[config.mk]
export PLATFORM = sky130hd
export DESIGN_NAME = ahbl_decode_mux
export DESIGN_NICKNAME = d
export VERILOG_FILES = /design/src/rtl/ahbl_decode_mux.sv
export SDC_FILE = /design/constraint.sdc
export NUM_CORES = 1
export LEC_CHECK = 0
export ABC_AREA = 1
export ABC_CLOCK_PERIOD_IN_PS = 2200
export BUFFER_PORTS_ARGS = -buffer_cell sky130_fd_sc_hd__buf_4
export CAP_MARGIN = 10
export CORE_ASPECT_RATIO = 0.9
export CORE_MARGIN = 2
export CORE_UTILIZATION = 29
export DETAILED_ROUTE_END_ITERATION = 10
export HOLD_SLACK_MARGIN = 0.03
export PLACE_DENSITY = 0.76
export SLEW_MARGIN = 20
export SYNTH_ARGS = -nofsm -noshare
export SYNTH_HDL_FRONTEND = slang
export SYNTH_SLANG_ARGS = --single-unit
[constraint.sdc]
create_clock -name HCLK -period 2.2 [get_ports HCLK]
set_clock_uncertainty 0.05 [all_clocks]
set_input_delay 0.33 -clock HCLK [delete_from_list [all_inputs] [get_ports HCLK]]
set_output_delay 0.33 -clock HCLK [all_outputs]
set_load 0.01 [all_outputs]
[src/rtl/ahbl_decode_mux.sv]
// AHB-Lite address decoder and response mux with a built-in 2-cycle ERROR default slave.
// Optional wait-state timeout and hung-slave masking when AHBL_DMUX_TIMEOUT_EN is defined.
module ahbl_decode_mux #(
  parameter int                NSLV        = 4,
  parameter logic [NSLV*8-1:0] SLV_BASE    = {8'h52, 8'h51, 8'h50, 8'h00},
  parameter logic [31:0]       NOMAP_DATA  = 32'hDEADBEEF,
  parameter int                TIMEOUT_CYC = 1024
) (
  input  logic               HCLK,
  input  logic               HRESETn,
  input  logic [31:0]        HADDR,
  input  logic [1:0]         HTRANS,
  output logic [NSLV-1:0]    HSEL_S,
  input  logic [NSLV*32-1:0] HRDATA_S,
  input  logic [NSLV-1:0]    HREADYOUT_S,
  input  logic [NSLV-1:0]    HRESP_S,
  output logic [31:0]        HRDATA,
  output logic               HREADY,
  output logic               HRESP,
  output logic               TIMEOUT
);

  localparam int IW = (NSLV > 1) ? $clog2(NSLV) : 1;

  // state   | meaning
  // DS_IDLE | no default-slave response in progress
  // DS_ERR1 | first ERROR cycle, HREADY low
  // DS_ERR2 | second ERROR cycle, HREADY high
  typedef enum logic [1:0] {DS_IDLE, DS_ERR1, DS_ERR2} ds_t;

  ds_t             r_ds;
  logic [IW-1:0]   r_idx;
  logic            r_valid;
  logic            r_nomap;
  logic            r_seen;
  logic [NSLV-1:0] w_hung;
  logic [NSLV-1:0] w_hit;
  logic [IW-1:0]   w_idx;
  logic            w_nomap;
  logic            w_active;
  logic            w_load;
  logic            w_timeout;
  logic            w_sel_rdy;
  logic            w_sel_resp;
  logic [31:0]     w_sel_data;
  logic [31:0]     w_rdata [NSLV];
  logic            w_unused;

  assign w_unused = ^{HADDR[23:0], HTRANS[0]};

  genvar g;
  generate
    for (g = 0; g < NSLV; g++) begin : g_rdata
      assign w_rdata[g] = HRDATA_S[32*g +: 32];
    end
  endgenerate

  // Descending scan so the lowest matching index is the one that sticks.
  always_comb begin
    w_hit   = '0;
    w_idx   = '0;
    w_nomap = 1'b1;
    for (int i = NSLV - 1; i >= 0; i--) begin
      if ((HADDR[31:24] == SLV_BASE[8*i +: 8]) && !w_hung[i]) begin
        w_hit    = '0;
        w_hit[i] = 1'b1;
        w_idx    = IW'(i);
        w_nomap  = 1'b0;
      end
    end
  end

  assign HSEL_S     = w_hit;
  assign w_active   = HTRANS[1];
  assign w_load     = HREADY;
  assign w_sel_rdy  = HREADYOUT_S[r_idx];
  assign w_sel_resp = HRESP_S[r_idx];
  assign w_sel_data = w_rdata[r_idx];

  always_comb begin
    HREADY = 1'b1;
    HRESP  = 1'b0;
    HRDATA = r_seen ? w_sel_data : 32'h0;
    case (r_ds)
      DS_ERR1: begin
        HREADY = 1'b0;
        HRESP  = 1'b1;
        HRDATA = NOMAP_DATA;
      end
      DS_ERR2: begin
        HREADY = 1'b1;
        HRESP  = 1'b1;
        HRDATA = NOMAP_DATA;
      end
      default: begin
        if (r_valid && !r_nomap) begin
          HREADY = w_sel_rdy;
          HRESP  = w_sel_resp;
          HRDATA = w_sel_data;
        end
      end
    endcase
  end

  // Index only follows active mapped transfers so idle phases keep showing the last slave.
  always_ff @(posedge HCLK or negedge HRESETn) begin
    if (!HRESETn) begin
      r_valid <= 1'b0;
      r_nomap <= 1'b0;
      r_seen  <= 1'b0;
      r_idx   <= '0;
    end else if (w_load) begin
      r_valid <= w_active;
      r_nomap <= w_nomap;
      if (w_active && !w_nomap) begin
        r_idx  <= w_idx;
        r_seen <= 1'b1;
      end
    end
  end

  always_ff @(posedge HCLK or negedge HRESETn) begin
    if (!HRESETn) begin
      r_ds <= DS_IDLE;
    end else begin
      case (r_ds)
        DS_IDLE: if (w_timeout || (w_load && w_active && w_nomap)) r_ds <= DS_ERR1;
        DS_ERR1: r_ds <= DS_ERR2;
        DS_ERR2: r_ds <= (w_active && w_nomap) ? DS_ERR1 : DS_IDLE;
        default: r_ds <= DS_IDLE;
      endcase
    end
  end

`ifdef AHBL_DMUX_TIMEOUT_EN
  localparam logic [15:0] TO_LAST = 16'(TIMEOUT_CYC - 1);

  logic [15:0]     r_cnt;
  logic [NSLV-1:0] r_hung;
  logic            w_stall;

  assign w_stall   = (r_ds == DS_IDLE) && r_valid && !r_nomap && !w_sel_rdy;
  assign w_timeout = w_stall && (r_cnt == TO_LAST);
  assign w_hung    = r_hung;
  assign TIMEOUT   = w_timeout;

  always_ff @(posedge HCLK or negedge HRESETn) begin
    if (!HRESETn) begin
      r_cnt  <= '0;
      r_hung <= '0;
    end else begin
      r_cnt  <= (w_stall && !w_timeout) ? r_cnt + 16'd1 : 16'd0;
      r_hung <= r_hung & ~HREADYOUT_S;
      if (w_timeout) r_hung[r_idx] <= 1'b1;
    end
  end
`else
  assign w_hung    = '0;
  assign w_timeout = 1'b0;
  assign TIMEOUT   = 1'b0;
`endif

endmodule

* Word-level counts from Yosys, hierarchy flattened
Cells that the tools add are included.
** Storage, ports and cells
- Output and inout bits :: 39
- Flip-flop bits (word level) :: 7
** Cells by class
- Bitwise operators :: 1
- Muxes and demuxes :: 29
- Order comparisons :: 2
- Equal/unequal tests :: 6
- Reduce and logical (&&, ||, !) cells :: 11
** Operators with widths (number)
- 32-bit 2-to-1 mux :: 5
- 32-bit binary-select mux with 2-bit select :: 1
- 8-bit by 7-bit == test with 1-bit output (second input constant) :: 3
- 4-bit 2-to-1 mux :: 4
- 1-bit 2-to-1 mux :: 10
- 2-bit 2-to-1 mux :: 5
- 8-bit zero test :: 1
- 2-bit one-hot mux with 3 select lines :: 1
- 1-bit logical AND :: 5
- 1-bit binary-select mux with 2-bit select :: 2
- 3-bit >= comparator (second input constant) :: 1
- 2-bit by 3-bit < comparator with 1-bit output (second input constant) :: 1
- 2-bit NOT with 3-bit output :: 1
- 2-bit by 1-bit == test with 1-bit output (second input constant) :: 1
- 2-bit == test (second input constant) :: 1
- 1-bit zero test :: 2
- 2-bit zero test :: 1
- 2-bit != test (second input constant) :: 1
- 1-bit one-hot mux with 2 select lines :: 1
- 2-bit AND reduction :: 1
- 2-bit OR reduction :: 1

* Longest topological paths before layout
- Depth after elaboration :: 8
- Depth in mapped cells :: 10
- Depth with buffers taken out :: 9

* Worst setup path after synthesis
OpenSTA, ideal clock, no wires.
- Path kind :: register to output
- From :: reg r_ds[0]
- To :: out HRDATA[10]
- Cell stages (with the launch flop) :: 6
- Arrival time :: 1254 ps
- Required time :: 1820 ps
- Path buffers :: 1
- Slack :: 566 ps
- Cells stage by stage :: dfrtp_1 inv_1 ha_1 inv_2 clkbuf_1 nand2_1
** On the way
- Longest elaborated chain between the ends :: 3
** RTL lines
- from (decl) :: RTL line 31 : ds_t r_ds;
- from (signal assigned) :: RTL line 129 : DS_ERR2: r_ds <= (w_active && w_nomap) ? DS_ERR1 : DS_IDLE;
- 2-bit == test / 2-bit by 1-bit == test with 1-bit output (equally long branches) :: RTL line 84 : case (r_ds)
- 2-bit OR reduction (no source line) *
- 32-bit 2-to-1 mux * :: RTL line 84
- to (decl) :: RTL line 17 : output logic [31:0] HRDATA,
Every way passes the cells marked *; elsewhere a longest branch is shown, timed or not.

* Final worst setup path
- From :: reg r_ds[0]
- To :: out HREADY
** On the way
- Longest elaborated chain between the ends :: 2
** RTL lines
- 2-bit == test / 2-bit by 1-bit == test with 1-bit output (equally long branches) :: RTL line 84
- 1-bit one-hot mux with 2 select lines * :: RTL line 84
- to (decl) :: RTL line 18 : output logic HREADY,
Marks and branches as above.

==> results.json <==
{
  "initial_core_util": 0.297,
  "criticalPathCategory": "register to output port",
  "die_w_um": 87.2,
  "rows": 27,
  "firstDrtPassIters": 4,
  "cp_top_family": "flip-flops",
  "post-route-util": 0.529,
  "ant_nets": 0,
  "ys_seq_elements": 7,
  "boundaryPins": 211,
  "worstRegToRegCells": 9,
  "tightest_slew_ns": 0.570,
  "drive_gt1_frac": 0.409,
  "route.detailed.drc": 0,
  "vias": 2920,
  "final_area_mm2": 0.00322,
  "synth_mux_area_frac": 0,
  "worst-endpoint-arrival_ns": 1.71,
  "place_ws_ns": 0.341,
  "ys_seq_area_frac": 0.0970,
  "fin_ws_ns": 0.111,
  "power_mw": 3.11,
  "wire_per_inst_um": 13.1,
  "hpwl_um": 5560,
  "netlist_area_mm2": 0.00181,
  "place_congestion": 0.850,
  "finalSetupTns_ns": 0,
  "hold_violations": 0,
  "path_max_fanout": 7,
  "grt_max_degree": 70,
  "p_leak_nw": 1.75,
  "postSynthAreaPerCell_um2": 5.25,
  "clkTransAtPathRegs_ns": 0.04,
  "cts_buffers": 3,
  "critPathSlowestCell": "dfrtp_1",
  "finalMaxSlewViolations": 0,
  "setup_viol": 0,
  "synthSimpleGateAreaFrac": 0.388,
  "tritoncts": "built",
  "track_usage": 0.205,
  "synthAdderAreaFrac": 0.0277,
  "fmaxAchievable_mhz": 479,
  "clock_path_buffers": 2,
  "cts_setup_buffers": 0,
  "path_buf_inv": 4,
  "endpoint_kind": "output port",
  "synth_cell_types": 29,
  "p_comb_frac": 0.869,
  "core_area_mm2": 0.00608,
  "swShare": 0.497,
  "root_buffer": "clkbuf_8",
  "hold_path_startpoint": "HTRANS[1]",
  "power.switching_mw": 1.54,
  "cts.sinks": 7,
  "cp_data_required_time_ns": 1.82,
  "final_nets": 690,
  "worst_setup_path_start_kind": "register",
  "die_area_mm2": 0.00688,
  "power.internal_mw": 1.57,
  "fin_crit_ns": 2.09,
  "synth_cells": 344,
  "fin_crit_sh": 0.950,
  "status": "completed",
  "postPlaceCellArea_mm2": 0.00315,
  "syn_to_final_growth_pct": 78.0,
  "layout.cells.non_filler": 585,
  "drv_cap": 0,
  "num_antenna_cells": 0,
  "antenna_found_initial": 0,
  "hold-path-endpoint": "r_valid",
  "ys_warn_count": 0,
  "grt_remaining_overflow": 0,
  "fin_hold_ws_ns": 0.344,
  "r2r-start": "r_ds[0]",
  "dp_cells": 580,
  "clock_latency_ns": 0.24,
  "rr_endpoint": "r_ds[0]",
  "grt_pass1_vias": 2753,
  "powerDensity_mw_per_mm2": 967,
  "hold_class": "input port to register",
  "wirelength_um": 7640,
  "synth_top_family_by_area": "simple AND/OR/NAND/NOR gates",
  "rrSetupSlack_ns": 0.47,
  "grt_pass1_wl_um": 11800,
  "synth_compound_area_frac": 0.321,
  "portBuffers": 184,
  "clkPwrFrac": 0.061,
  "min_path_cells": 3,
  "viasPerCell": 4.99,
  "crit_top_cell": "inv_1",
  "synth_xor_area_frac": 0,
  "max_stage_delay_ns": 0.40,
  "max_slew_margin": 0.619,
  "path_cells": "inv_1 -> ha_1 -> inv_2 -> or2_1 -> nand2_2 -> inv_1 -> buf_4",
  "drt-initial-drc-count": 120,
  "vdd_drop_max_mv": 0.555,
  "htreeDepth": 1,
  "die_h_um": 78.9,
  "synth_nets": 520,
  "seqPwrFrac": 0.070
}
-- sequential cells by signal, summed over array words and instances, names as in the netlist --
name / cells
r_nomap: 1
r_ds: 2
r_seen: 1
r_valid: 1
r_idx: 2
-- Yosys cell counts --
cell      number  area [µm²]
nand3_4        1        17.5
buf_4          5        37.5
nand3b_1       1        7.51
inv_1         21        78.8
dfrtp_1        7         175
or2_1          2        12.5
buf_6          7        78.8
nand3_1        6        30.0
clkbuf_1       5        18.8
o21bai_2       1        11.3
o211ai_2       1        12.5
conb_1         1        3.75
inv_6          1        8.76
inv_2          4        15.0
nand2_2        2        12.5
o22ai_1       24         150
buf_2          7        35.0
ha_1           4        50.1
nor3_1         1        5.00
nor2_2         1        6.26
nand3_2        2        20.0
a221o_1        1        10.0
clkbuf_2       2        10.0
buf_8          1        15.0
o21ai_1       17        85.1
a21oi_1       11        55.1
nor2_1        86         323
o21ai_0       51         255
nand2_1       71         267
-- cells by family (layout without fill, tap and decap cells) --
family / count (synthesis) / after routing
and+or+nand+nor: 173 / 173
AOI/OAI and AO/OA: 106 / 106
buffers and inverters: 53 / 222
DFF: 7 / 7
adders and majority gates: 4 / 4
other: 1 / 1
-- final cells by class --
type,count,area [µm²]
repair buffers,192,1460
well taps,72,90.1
flip-flops and latches,7,176
multi-input cells,284,1340
clock buffers,4,45.0
fillers,603,2870
inverters,26,105
-- tightest hold or removal path: stages --
cell and delay, ns:
buf_4 0.10, nand3_4 0.09, nand2_1 0.07
-- cell usage in the layout (no fill, tap or decap) --
cell type and count:
buf_12 1, nand2_1 69, nand3b_1 1, buf_6 1, dfrtp_1 6, dlygate4sd3_1 1
conb_1 1, clkbuf_8 3, nor2_1 86, ha_1 4, a21oi_1 11, nor2_2 1
inv_1 21, buf_4 189, nand3_4 1, o211ai_2 1, o22ai_1 24, a221o_1 1
o21ai_0 51, nor3_1 1, o21ai_1 17, inv_8 1, clkbuf_1 1, o21bai_2 1
nand2_2 4, inv_2 4, or2_1 2, nand3_1 6, dfrtp_2 1, nand3_2 2
-- repair_timing --
action / 4_1_cts / 5_1_grt
hold buffers: 1 / 0
endpoints found under the setup margin: 0 / 11
endpoints found under the hold margin: 7 / 0
resized for setup: 0 / 4
-- how the worst max path moves through the flow --
stage	startpoint	endpoint	slack (ns)	cells after the start
after floorplan	r_ds[0]	HRDATA[10]	0.57	5
after global placement	r_ds[0]	HRDATA[24]	0.35	6
after detailed placement	r_ds[0]	HRDATA[14]	0.34	6
after CTS	r_ds[0]	HRDATA[17]	0.08	6
after global routing	r_ds[1]	HREADY	-0.002	7
final	r_ds[0]	HREADY	0.11	7
-- power by group through the flow --
| stage | sequential, mW | combinational (mW) | clock [mW] |
|---|---|---|---|
| after floorplan | 0.208 | 1.46 | 0 |
| after global placement | 0.216 | 2.63 | 0 |
| after detailed placement | 0.219 | 2.67 | 0 |
| after CTS | 0.217 | 2.68 | 0.191 |
| after global routing | 0.226 | 2.98 | 0.200 |
| final | 0.219 | 2.70 | 0.189 |
-- layer usage --
metal / track usage / part of all wire
met1: 0.214 / 0.38
met2: 0.410 / 0.53
met3: 0.0374 / 0.083
met4: 0.0585 / 0.0085
met5: 0 / 0
Note: power is estimated with default switching activity, not from simulation.
